`src/rtl/tl_fsm_w_left.sv`:
```
// Traffic-light state register and next-state logic with left-turn phases.
// Eight phases, dwell counter for green/yellow/left timing, and per-street left-request latches.

module tl_lreq_latch (
  input  logic clk,
  input  logic reset_n,
  input  logic set,
  input  logic clr,
  output logic lreq
);
  // Clear wins so a request seen in the cycle entering the left phase is absorbed by it.
  always_ff @(posedge clk) begin
    if (!reset_n)  lreq <= 1'b0;
    else if (clr)  lreq <= 1'b0;
    else if (set)  lreq <= 1'b1;
  end
endmodule

module tl_fsm_w_left #(
  parameter int GREEN_MIN  = 4,
  parameter int YELLOW_CYC = 2,
  parameter int LEFT_MAX   = 6
) (
  input  logic       clk,
  input  logic       reset_n,
  input  logic       Ta,
  input  logic       Tb,
  input  logic       Tal,
  input  logic       Tbl,
  output logic [2:0] q,
  output logic       chg
);
  localparam int NUM_DIRS = 2;
  localparam logic [7:0] GMIN_M1 = 8'(GREEN_MIN - 1);
  localparam logic [7:0] YCYC_M1 = 8'(YELLOW_CYC - 1);
  localparam logic [7:0] LMAX_M1 = 8'(LEFT_MAX - 1);

  typedef enum logic [2:0] {
    S0 = 3'b000,  // A green
    S1 = 3'b001,  // A yellow
    S2 = 3'b010,  // A left
    S3 = 3'b011,  // A left-yellow
    S4 = 3'b100,  // B green
    S5 = 3'b101,  // B yellow
    S6 = 3'b110,  // B left
    S7 = 3'b111   // B left-yellow
  } state_t;

  state_t              state, state_nxt;
  logic [7:0]          cnt;
  logic [NUM_DIRS-1:0] lreq, lreq_set, lreq_clr;

  assign lreq_set = {Tbl, Tal};
  assign lreq_clr = {(state_nxt == S6) && (state != S6),
                     (state_nxt == S2) && (state != S2)};

  for (genvar d = 0; d < NUM_DIRS; d++) begin : g_dir
    tl_lreq_latch u_lreq (
      .clk     (clk),
      .reset_n (reset_n),
      .set     (lreq_set[d]),
      .clr     (lreq_clr[d]),
      .lreq    (lreq[d])
    );
  end

  always_comb begin
    state_nxt = state;
    unique case (state)
      S0: if (cnt >= GMIN_M1 && !Ta)    state_nxt = S1;
      S1: if (cnt == YCYC_M1)           state_nxt = (lreq[0] | Tal) ? S2 : S4;
      S2: if (!Tal || cnt >= LMAX_M1)   state_nxt = S3;
      S3: if (cnt == YCYC_M1)           state_nxt = S4;
      S4: if (cnt >= GMIN_M1 && !Tb)    state_nxt = S5;
      S5: if (cnt == YCYC_M1)           state_nxt = (lreq[1] | Tbl) ? S6 : S0;
      S6: if (!Tbl || cnt >= LMAX_M1)   state_nxt = S7;
      S7: if (cnt == YCYC_M1)           state_nxt = S0;
      default:                          state_nxt = S0;
    endcase
  end

  // Dwell counter restarts on every state change and saturates so long greens never wrap.
  always_ff @(posedge clk) begin
    if (!reset_n) begin
      state <= S0;
      cnt   <= '0;
      chg   <= 1'b0;
    end else begin
      state <= state_nxt;
      chg   <= (state_nxt != state);
      if (state_nxt != state)  cnt <= '0;
      else if (cnt != 8'hFF)   cnt <= cnt + 8'd1;
    end
  end

  assign q = state;
endmodule

```
`config.mk`:
```
export PLATFORM = sky130hd
export DESIGN_NAME = tl_fsm_w_left
export DESIGN_NICKNAME = d
export VERILOG_FILES = /design/src/rtl/tl_fsm_w_left.sv
export SDC_FILE = /design/constraint.sdc
export NUM_CORES = 1
export LEC_CHECK = 0
export ABC_AREA = 1
export BUFFER_PORTS_ARGS = -buffer_cell sky130_fd_sc_hd__buf_2
export CAP_MARGIN = 15
export CORE_UTILIZATION = 35
export DETAILED_ROUTE_END_ITERATION = 12
export SLEW_MARGIN = 20
export SYNTH_ARGS = -nofsm -noshare
export SYNTH_HDL_FRONTEND = slang
export SYNTH_HIERARCHICAL = 1
export SYNTH_SLANG_ARGS = --single-unit
```
`constraint.sdc`:
```
create_clock -name clk -period 2.47 [get_ports clk]
set_input_delay 0.494 -clock clk [delete_from_list [all_inputs] [get_ports clk]]
set_output_delay 0.494 -clock clk [all_outputs]
set_load 0.01 [all_outputs]
```
==> Yosys cells after proc, flatten, opt, wreduce, memory -nomap -nowiden <==
Index checks and enable logic that the tools add are counted.
{ "classes": {"n_addsub": 1, "magnitude_cmp": 2, "n_eq_ne": 14, "n_mux": 11, "bitwise_logic": 3, "reduce_logical": 14} }
{ "ops": {"columns": ["operator", "n"], "rows": [
  ["3-bit two-way mux", 10],
  ["3-bit case mux with 8 select lines", 1],
  ["3-bit == test, second input constant", 5],
  ["3-bit by 2-bit == test with 1-bit output, second input constant", 3],
  ["8-bit by 1-bit adder with 8-bit output, second input constant", 1],
  ["8-bit by 1-bit == test with 1-bit output, second input constant", 1],
  ["8-bit by 2-bit >= comparator with 1-bit output, second input constant", 1],
  ["8-bit by 3-bit >= comparator with 1-bit output, second input constant", 1],
  ["8-bit inequality test, second input constant", 1],
  ["2-bit OR reduction", 3],
  ["1-bit logical AND", 4],
  ["1-bit logical NOT", 4],
  ["3-bit by 1-bit == test with 1-bit output, second input constant", 1],
  ["3-bit logical NOT", 1],
  ["3-bit by 2-bit inequality test with 1-bit output, second input constant", 1],
  ["3-bit inequality test", 1],
  ["3-bit inequality test, second input constant", 1],
  ["1-bit logical OR", 2],
  ["1-bit OR", 2],
  ["1-bit inverter", 1]
]} }
{ "totals": {"register_bits": 14, "in_bits": 6, "word_cells": 50} }

==> Logic depth before layout (Yosys ltp) <==
Gate-level depths: netlist of the first run.
{ "depth": {"ltp_word": 7, "ltp_mapped": 14, "depth_no_buf": 14} }

==> Cells and area by module <==
The synthesis of the first run kept the hierarchy.
{ "by_module_without_submodules": {"columns": ["module", "n_inst", "cells_each", "area_per_inst_um2", "seq_area_each_um2"], "rows": [
  ["tl_fsm_w_left", 1, 112, 760.7, 240.2],
  ["tl_lreq_latch", 2, 5, 35.0, 20.0]
]} }

==> Least setup slack after synthesis of the first run <==
Ideal clock, no wire load.
{ "synth_path": {"kind": "reg-to-reg", "startpoint": "reg cnt[1]", "endpoint": "reg g_dir[0].u_lreq.lreq", "setup_time_ns": 0.113, "arrival_ns": 1.464, "path_slack_ns": 0.893, "path_stages_with_launch": 13, "n_path_buf": 0, "path_cell_list": "dfxtp_1 > inv_1 > ha_1 > o21ai_0 > nand3_1 > a21oi_2 > nand3_2 > inv_1 > nand2_1 > nor2_1 > inv_1 > nand2_1 > nor2_1"} }
{ "synth_between": {"elab_chain_cells": 7, "elab_cells_between_ends": 19, "classes_between": "2 x order compare; 2 x eq/ne; 9 x mux; 6 x reduce/logical"} }
{ "synth_lines": {"columns": ["item", "line", "rtl"], "rows": [
  ["start: declaration", "50", "logic [7:0] cnt;"],
  ["start signal: assignment", "92", "else if (cnt != 8'hFF) cnt <= cnt + 8'd1;"],
  ["8-bit by 3-bit >= comparator with 1-bit output or 8-bit by 2-bit >= comparator with 1-bit output (tied branches)", null, null],
  ["1-bit logical OR (tied with other cells)", "76", "S6: if (!Tbl || cnt >= LMAX_M1) state_nxt = S7;"],
  ["3-bit two-way mux (on tied branches)", null, null],
  ["3-bit case mux with 8 select lines (*)", "69", "unique case (state)"],
  ["3-bit by 2-bit == test with 1-bit output (*)", "55", "(state_nxt == S2) && (state != S2)};"],
  ["1-bit logical AND (*)", "55", null],
  ["named net lreq_clr[0]", "51", "logic [NUM_DIRS-1:0] lreq, lreq_set, lreq_clr;"],
  ["2-bit OR reduction (no source line) (*)", null, null],
  ["end signal: assignment", "13", "if (!reset_n) lreq <= 1'b0;"],
  ["end signal: assignment", "14", "else if (clr) lreq <= 1'b0;"],
  ["end signal: assignment", "15", "else if (set) lreq <= 1'b1;"],
  ["end: declaration", "9", "output logic lreq"]
]} }
Mark *: on every way through the listed nets, which the timed path passes. The rest lies on a longest branch.
A chain may end at the register's enable or synchronous reset.

==> Worst setup path in the final report of the first run <==
{ "layout_path": {"startpoint": "reg cnt[1]", "endpoint": "reg g_dir[1].u_lreq.lreq"} }
{ "layout_between": {"elab_chain_cells": 7, "elab_cells_between_ends": 19, "classes_between": "2 x order compare; 2 x eq/ne; 9 x mux; 6 x reduce/logical"} }
{ "layout_lines": {"columns": ["item", "line", "rtl"], "rows": [
  ["8-bit by 3-bit >= comparator with 1-bit output or 8-bit by 2-bit >= comparator with 1-bit output (tied branches)", null, null],
  ["1-bit logical OR (tied with other cells)", "76", null],
  ["3-bit two-way mux (on tied branches)", null, null],
  ["3-bit case mux with 8 select lines (*)", "69", null],
  ["3-bit == test (*)", "54", "assign lreq_clr = {(state_nxt == S6) && (state != S6),"],
  ["1-bit logical AND (*)", "54", null],
  ["named net lreq_clr[1]", "51", null],
  ["2-bit OR reduction (no source line) (*)", null, null],
  ["end signal: assignment", "13", null],
  ["end signal: assignment", "14", null],
  ["end signal: assignment", "15", null],
  ["end: declaration", "9", null]
]} }
Marked as above.

==> flow_summary.yaml, run 1 <==
layout:
  final_common_cell: "nor2_1"
  layout-drive-gt1-share_pct: 17.04
  area_growth_pct: 14.01
  n_antenna_cell: 0
  utilization_pct: 42.41
  fillerInstances: 235
  fin_nets: 145
  layout_common_cells: "nor2_1 (29), inv_1 (17), nand2_1 (17)"
  final_area_sq_um: 947.2
worst_hold_path:
  worstHoldPathType: "in -> reg"
route:
  first_pass_iters: 2
  wl_microns: 1500
  viasPerCell: 4.552
  wire_per_inst_microns: 9.202
  vias: 742
  postRouteAntennaNets: 0
  drt_first_iter_violations: 2
  drc: 0
synthesis:
  synthCells: 122
  synth_compound_area_share_pct: 6.476
  yosys_warnings: 6
  synth-xor-area-share_pct: 6.325
  ys_ff_latch: 14
  yosysUniqueCellTypes: 20
  yosys.area_share.simple_pct: 41.27
  syn_area_per_cell_sq_um: 6.810
  syn-num-nets: 131
  yosysSeqAreaShare_pct: 33.73
  synth_area_sq_um: 830.8
  synthAdderAreaFrac_pct: 4.518
  synth_top_family_by_area: "simple AND/OR/NAND/NOR gates"
  synthMuxAreaShare_pct: 0
worst_setup_path:
  crit_family: "simple AND/OR/NAND/NOR gates"
  crit_top_cell: "inv_1"
  max_stage_delay_ns: 0.35
  slowest_stage: "dfxtp_1"
  path_buf_inv: 3
  arrival_ns: 1.92
  path_max_fanout: 3
  crit_required_ns: 2.65
  crit_path_start_kind: "register"
  cp_cell_sequence: "inv_1 > ha_1 > o21ai_0 > nand3_1 > a21oi_2 > nand3_2 > inv_1 > nand2_1 > nor2_1 > inv_1 > nand2_1 > nor2_1"
  critPathKind: "reg -> reg"
  end_kind: "register"
power:
  p_leak_nw: 0.4359
  pwr-share-clk_pct: 23.8
  power.switching_w: 0.0002382
  irDropWorstVdd_uv: 431.9
  p_int_w: 0.0004358
  swShare_pct: 35.35
  share_comb_of_total_power_pct: 33.2
  power_density_nw_per_um2: 711.6
  seqPwrFrac_pct: 43.0
cts:
  cts_resized: 0
  cts_tree: "done"
  cts_buffer_depth: 2
  clk_latency_ns: 0.27
  ctsHtreeMaxLevel: 1
  cts-root-buf: "clkbuf_4"
  clk_pin_slew_worst_paths_ns: 0.08
  cts_sinks: 14
  post-cts-setup-buffers: 0
  cts_hold_buf: 0
  cts-buffers-inserted: 3
global_routing:
  antenna_found_initial: 0
  grt_max_degree: 9
  grt_pass1_vias: 686
  track_usage_pct: 14.05
  grt_pass1_wl_microns: 2725
  overflow: 0
sta:
  period_minus_slack_ns: 1.742
  tightest_slew_ns: 0.3805
  setup_viol: 0
  fmax_ghz: 0.5741
  finalCritPeriodShare_pct: 70.52
  maxSlewViolCount: 0
  fin_setup_tns_ns: 0
  slew_headroom_pct: 74.44
  skew_ns: 0.002992
  finalHoldViolations: 0
  rsz0062_at_grt: "false"
floorplanning:
  pin_count: 10
  die-width_microns: 50.72
  core_sq_um: 2233
  fp.dieH_microns: 50.72
  dieArea_sq_um: 2573
  start_util_pct: 37.20
  rows: 17
place:
  placed_cell_area_sq_um: 910.9
  portBuffers: 9
  hpwl_microns: 1213
  place_congestion: 0.8210
flow_run:
  maxCapViolCount: 0
outcome:
  status: "finished clean"
[synth_stat cells, drive strengths merged]
cell type,number,share of area (%)
xor2,4,4.2
nor2,33,17
nand3b,1,0.90
dfxtp,14,34
ha,3,4.5
nand3,10,8.1
xnor2,2,2.1
nand4,3,2.3
o21ai,6,3.6
inv,17,7.7
nor3b,1,0.90
nand2,20,9.9
nor3,4,2.4
a21oi,4,2.9
[tightest hold or removal path: cells and delay by family]
kind,cells,cell delay (ns)
buf+inv,1,0.10
simple gates,2,0.13
[path summary, 6_finish.rpt]
| check | to | slack (ns) | start | depth (start not counted) |
|---|---|---|---|---|
| worst max-delay path | g_dir[1].u_lreq/lreq | 0.73 | cnt[1] | 12 |
| worst max register to register | g_dir[1].u_lreq/lreq | 0.73 | cnt[1] | 12 |
| worst min register to register | g_dir[1].u_lreq/lreq | 0.50 | g_dir[1].u_lreq/lreq | 2 |
| worst min-delay path | g_dir[1].u_lreq/lreq | 0.48 | Tbl | 3 |
[stage by stage]
step | hold WS, ns | worst slack (ns) | total power, W | cells
2_1_floorplan | 0.4525 | 0.8935 | 0.0004699 | 122
3_3_place_gp | 0.4667 | 0.8147 | 0.0005163 | 159
3_5_place_dp | 0.4804 | 0.7200 | 0.0005223 | 159
4_1_cts | 0.4737 | 0.7030 | 0.0006879 | 163
5_1_grt | 0.4949 | 0.5689 | 0.0007348 | 163
6_report | 0.4840 | 0.7282 | 0.0006740 | 163
[logic make-up (layout without fill, tap and decap cells)]
group | Yosys count | after routing
AND/OR/NAND/NOR | 72 | 72
adder cells (fa/ha/maj) | 3 | 3
AO/OA/AOI/OAI | 10 | 10
buffers and inverters | 17 | 30
flip-flops | 14 | 14
XOR/XNOR | 6 | 6
[power groups by stage]
stage | combinational (W) | clock (W) | sequential (W)
finish | 0.000224 | 0.000160 | 0.000290
global route | 0.000258 | 0.000180 | 0.000297
CTS | 0.000228 | 0.000170 | 0.000290
detailed placement | 0.000227 | 0 | 0.000295
global placement | 0.000222 | 0 | 0.000294
floorplan | 0.000175 | 0 | 0.000295
[metal layers]
layer / track usage, % / wire length, microns / vias to the layer above
met5: 0 / 0 / -
met4: 5.556 / 13 / 0
li1: - / - / 409
met1: 17.85 / 786 / 321
met2: 22.44 / 652 / 10
met3: 3.636 / 47 / 2
[cell type report]
cell class                 instances  area, sq um  area share [%]
timing repair buffer               9        45.04           4.756
tap                               28        35.03           3.699
sequential                        14        280.3           29.59
inverter                          17        63.81           6.737
multi-input combinational         91        486.7           51.39
clock buffer                       4        36.28           3.831
[flip-flops by register name, indices dropped and copies added, names as in the netlist]
signal	cells
q	3
cnt	8
g_dir.u_lreq/lreq	2
chg	1
No activity file was read; power rests on OpenSTA's default activity.
==> run 2: changes to the inputs <==
Clock period 2.47 ns to 1.7 ns, I/O delays scaled along.
==> run 2 against run 1 <==
  * Sequential share of layout area down 1.5 points
  * Wire length up 11%
  * Clock power up 46%
  * Clock-buffer cell count unchanged
  * Setup slack worse by 0.61 ns
  * Sequential power up 51%
  * Maximum frequency up 10%
  * Final area up 8.7%
  * Sequential cell count unchanged
  * Critical path depth up 2
==> flow_summary.yaml, run 2 (synthesis gave the netlist of run 1 again) <==
worst_setup_path:
  critPathKind: "reg -> reg"
  cp_cell_sequence: "inv_4 > ha_4 > nand2_4 > nor2_4 > buf_4 > nand2_1 > nand4_1 > nand2_1 > inv_2 > nand3b_1 > nor2_1 > inv_1 > nand2_1 > nor2_1"
  end_kind: "register"
  crit_family: "simple AND/OR/NAND/NOR gates"
  crit_path_start_kind: "register"
  path_max_fanout: 4
  crit_top_cell: "nand2_1"
  max_stage_delay_ns: 0.36
  arrival_ns: 1.76
  path_buf_inv: 4
  slowest_stage: "dfxtp_4"
  crit_required_ns: 1.88
floorplanning:
  rows: 17
  dieArea_sq_um: 2573
  fp.dieH_microns: 50.72
  pin_count: 10
  start_util_pct: 37.20
  core_sq_um: 2233
  die-width_microns: 50.72
outcome:
  status: "finished clean"
place:
  hpwl_microns: 1279
  portBuffers: 9
  placed_cells: 162
  place_congestion: 0.8130
layout:
  fin_cells: 167
  largest_reg_flops: 8
  fin_nets: 149
  area_growth_pct: 23.95
  top_register: "cnt"
  layout-drive-gt1-share_pct: 28.78
  n_antenna_cell: 0
  layout_common_cells: "nor2_1 (29), nand2_1 (15), inv_1 (12)"
  final_common_cell: "nor2_1"
cts:
  cts_sinks: 14
  ctsHtreeMaxLevel: 1
  cts_buffer_depth: 2
  cts_tree: "done"
  clk_pin_slew_worst_paths_ns: 0.08
  cts-root-buf: "clkbuf_4"
  clk_latency_ns: 0.28
  cts-buffers-inserted: 3
route:
  first_pass_iters: 4
  drc: 0
  viasPerCell: 4.713
  wire_per_inst_microns: 9.946
  wl_microns: 1661
  postRouteAntennaNets: 0
  vias: 787
  drt_first_iter_violations: 16
power:
  power_density_nw_per_um2: 1109
  totalPowerFinal_w: 0.001142
  share_comb_of_total_power_pct: 41.1
  p_leak_nw: 0.4659
  p_int_w: 0.0007166
  pwr-share-clk_pct: 20.5
  seqPwrFrac_pct: 38.4
  power.switching_w: 0.0004258
  irDropWorstVdd_uv: 824.9
  swShare_pct: 37.27
sta:
  slew_headroom_pct: 79.37
  skew_ns: 0.004874
  rsz0062_at_grt: "true"
  fmax_ghz: 0.6336
  maxSlewViolCount: 0
  period_minus_slack_ns: 1.578
  finalHoldWorstSlack_ns: 0.3265
  setup_viol: 0
  finalCritPeriodShare_pct: 92.84
  finalHoldViolations: 0
  tightest_slew_ns: 0.3071
worst_hold_path:
  worstHoldPathType: "in -> reg"
global_routing:
  antenna_found_initial: 0
  track_usage_pct: 15.37
  grt_max_degree: 9
  grt_pass1_wl_microns: 2939
  overflow: 0
  grt_pass1_vias: 748
flow_run:
  maxCapViolCount: 0
run 2: cell count changes in the layout (fill, tap and decap cells not counted), moves of 2 or more:
| cell | delta |
|---|---|
| inv_1 | -5 |
| buf_4 | +4 |
| dfxtp_1 | -3 |
| inv_2 | +3 |
| o21ai_0 | -3 |
| dfxtp_4 | +2 |
| ha_1 | -2 |
| ha_4 | +2 |
| inv_4 | +2 |
| nand2_1 | -2 |
| o21ai_1 | +2 |
run 2: metal layers:
metal | GRT usage [%] | up-vias | part of all wire [%]
li1 | - | 423 | -
met1 | 18.21 | 344 | 48
met2 | 26.67 | 16 | 47
met3 | 3.636 | 4 | 3.5
met4 | 5.556 | 0 | 1.5
met5 | 0 | - | 0
run 2: worst register-to-register path: stages, from the launching register on:
cell and delay, ns:
dfxtp_4 0.36, inv_4 0.08, ha_4 0.15, nand2_4 0.05
nor2_4 0.13, buf_4 0.14, nand2_1 0.05, nand4_1 0.08
nand2_1 0.07, inv_2 0.07, nand3b_1 0.07, nor2_1 0.11
inv_1 0.04, nand2_1 0.05, nor2_1 0.03
run 2: power by group through the flow:
| stage | registers [W] | clock network [W] | logic, W |
|---|---|---|---|
| 3_5_place_dp | 0.000418 | 0 | 0.000367 |
| 6_report | 0.000439 | 0.000234 | 0.000470 |
| 5_1_grt | 0.000448 | 0.000261 | 0.000535 |
| 4_1_cts | 0.000412 | 0.000246 | 0.000377 |
| 3_3_place_gp | 0.000414 | 0 | 0.000352 |
| 2_1_floorplan | 0.000428 | 0 | 0.000255 |
run 2: stage by stage:
stage	setup slack [ns]	TNS (ns)	area (sq um)	util, %
final	0.1217	0	1030	46.11
after global routing	-0.01491	-0.02535	1030	46.11
after CTS	0.01617	0	970.9	43.47
after detailed placement	-0.03100	-0.05395	933.4	41.79
after global placement	0.04543	0	933.4	41.79
after floorplan	0.1235	0	830.8	-
run 2: worst paths after layout:
path,startpoint,end,slack (ns),depth (start not counted)
min reg2reg,g_dir[1].u_lreq/lreq,g_dir[1].u_lreq/lreq,0.49,2
max reg2reg,cnt[1],g_dir[0].u_lreq/lreq,0.12,14
max,cnt[1],g_dir[0].u_lreq/lreq,0.12,14
min,Tbl,g_dir[1].u_lreq/lreq,0.33,3
run 2: layout make-up:
type,instances,area (sq um)
fillers,231,1204
multi-input cells,91,525.5
flip-flops and latches,14,289.0
repair buffers,13,75.07
inverters,17,68.82
clock buffers,4,36.28
well taps,28,35.03
run 2: what timing repair did:
item	CTS	global route
hold buffers	0	0
gates resized for setup	3	20
pin swaps	0	7
endpoints found under the hold margin	0	0
gates cloned	0	0
setup endpoints to repair	4	10
buffers inserted	0	1
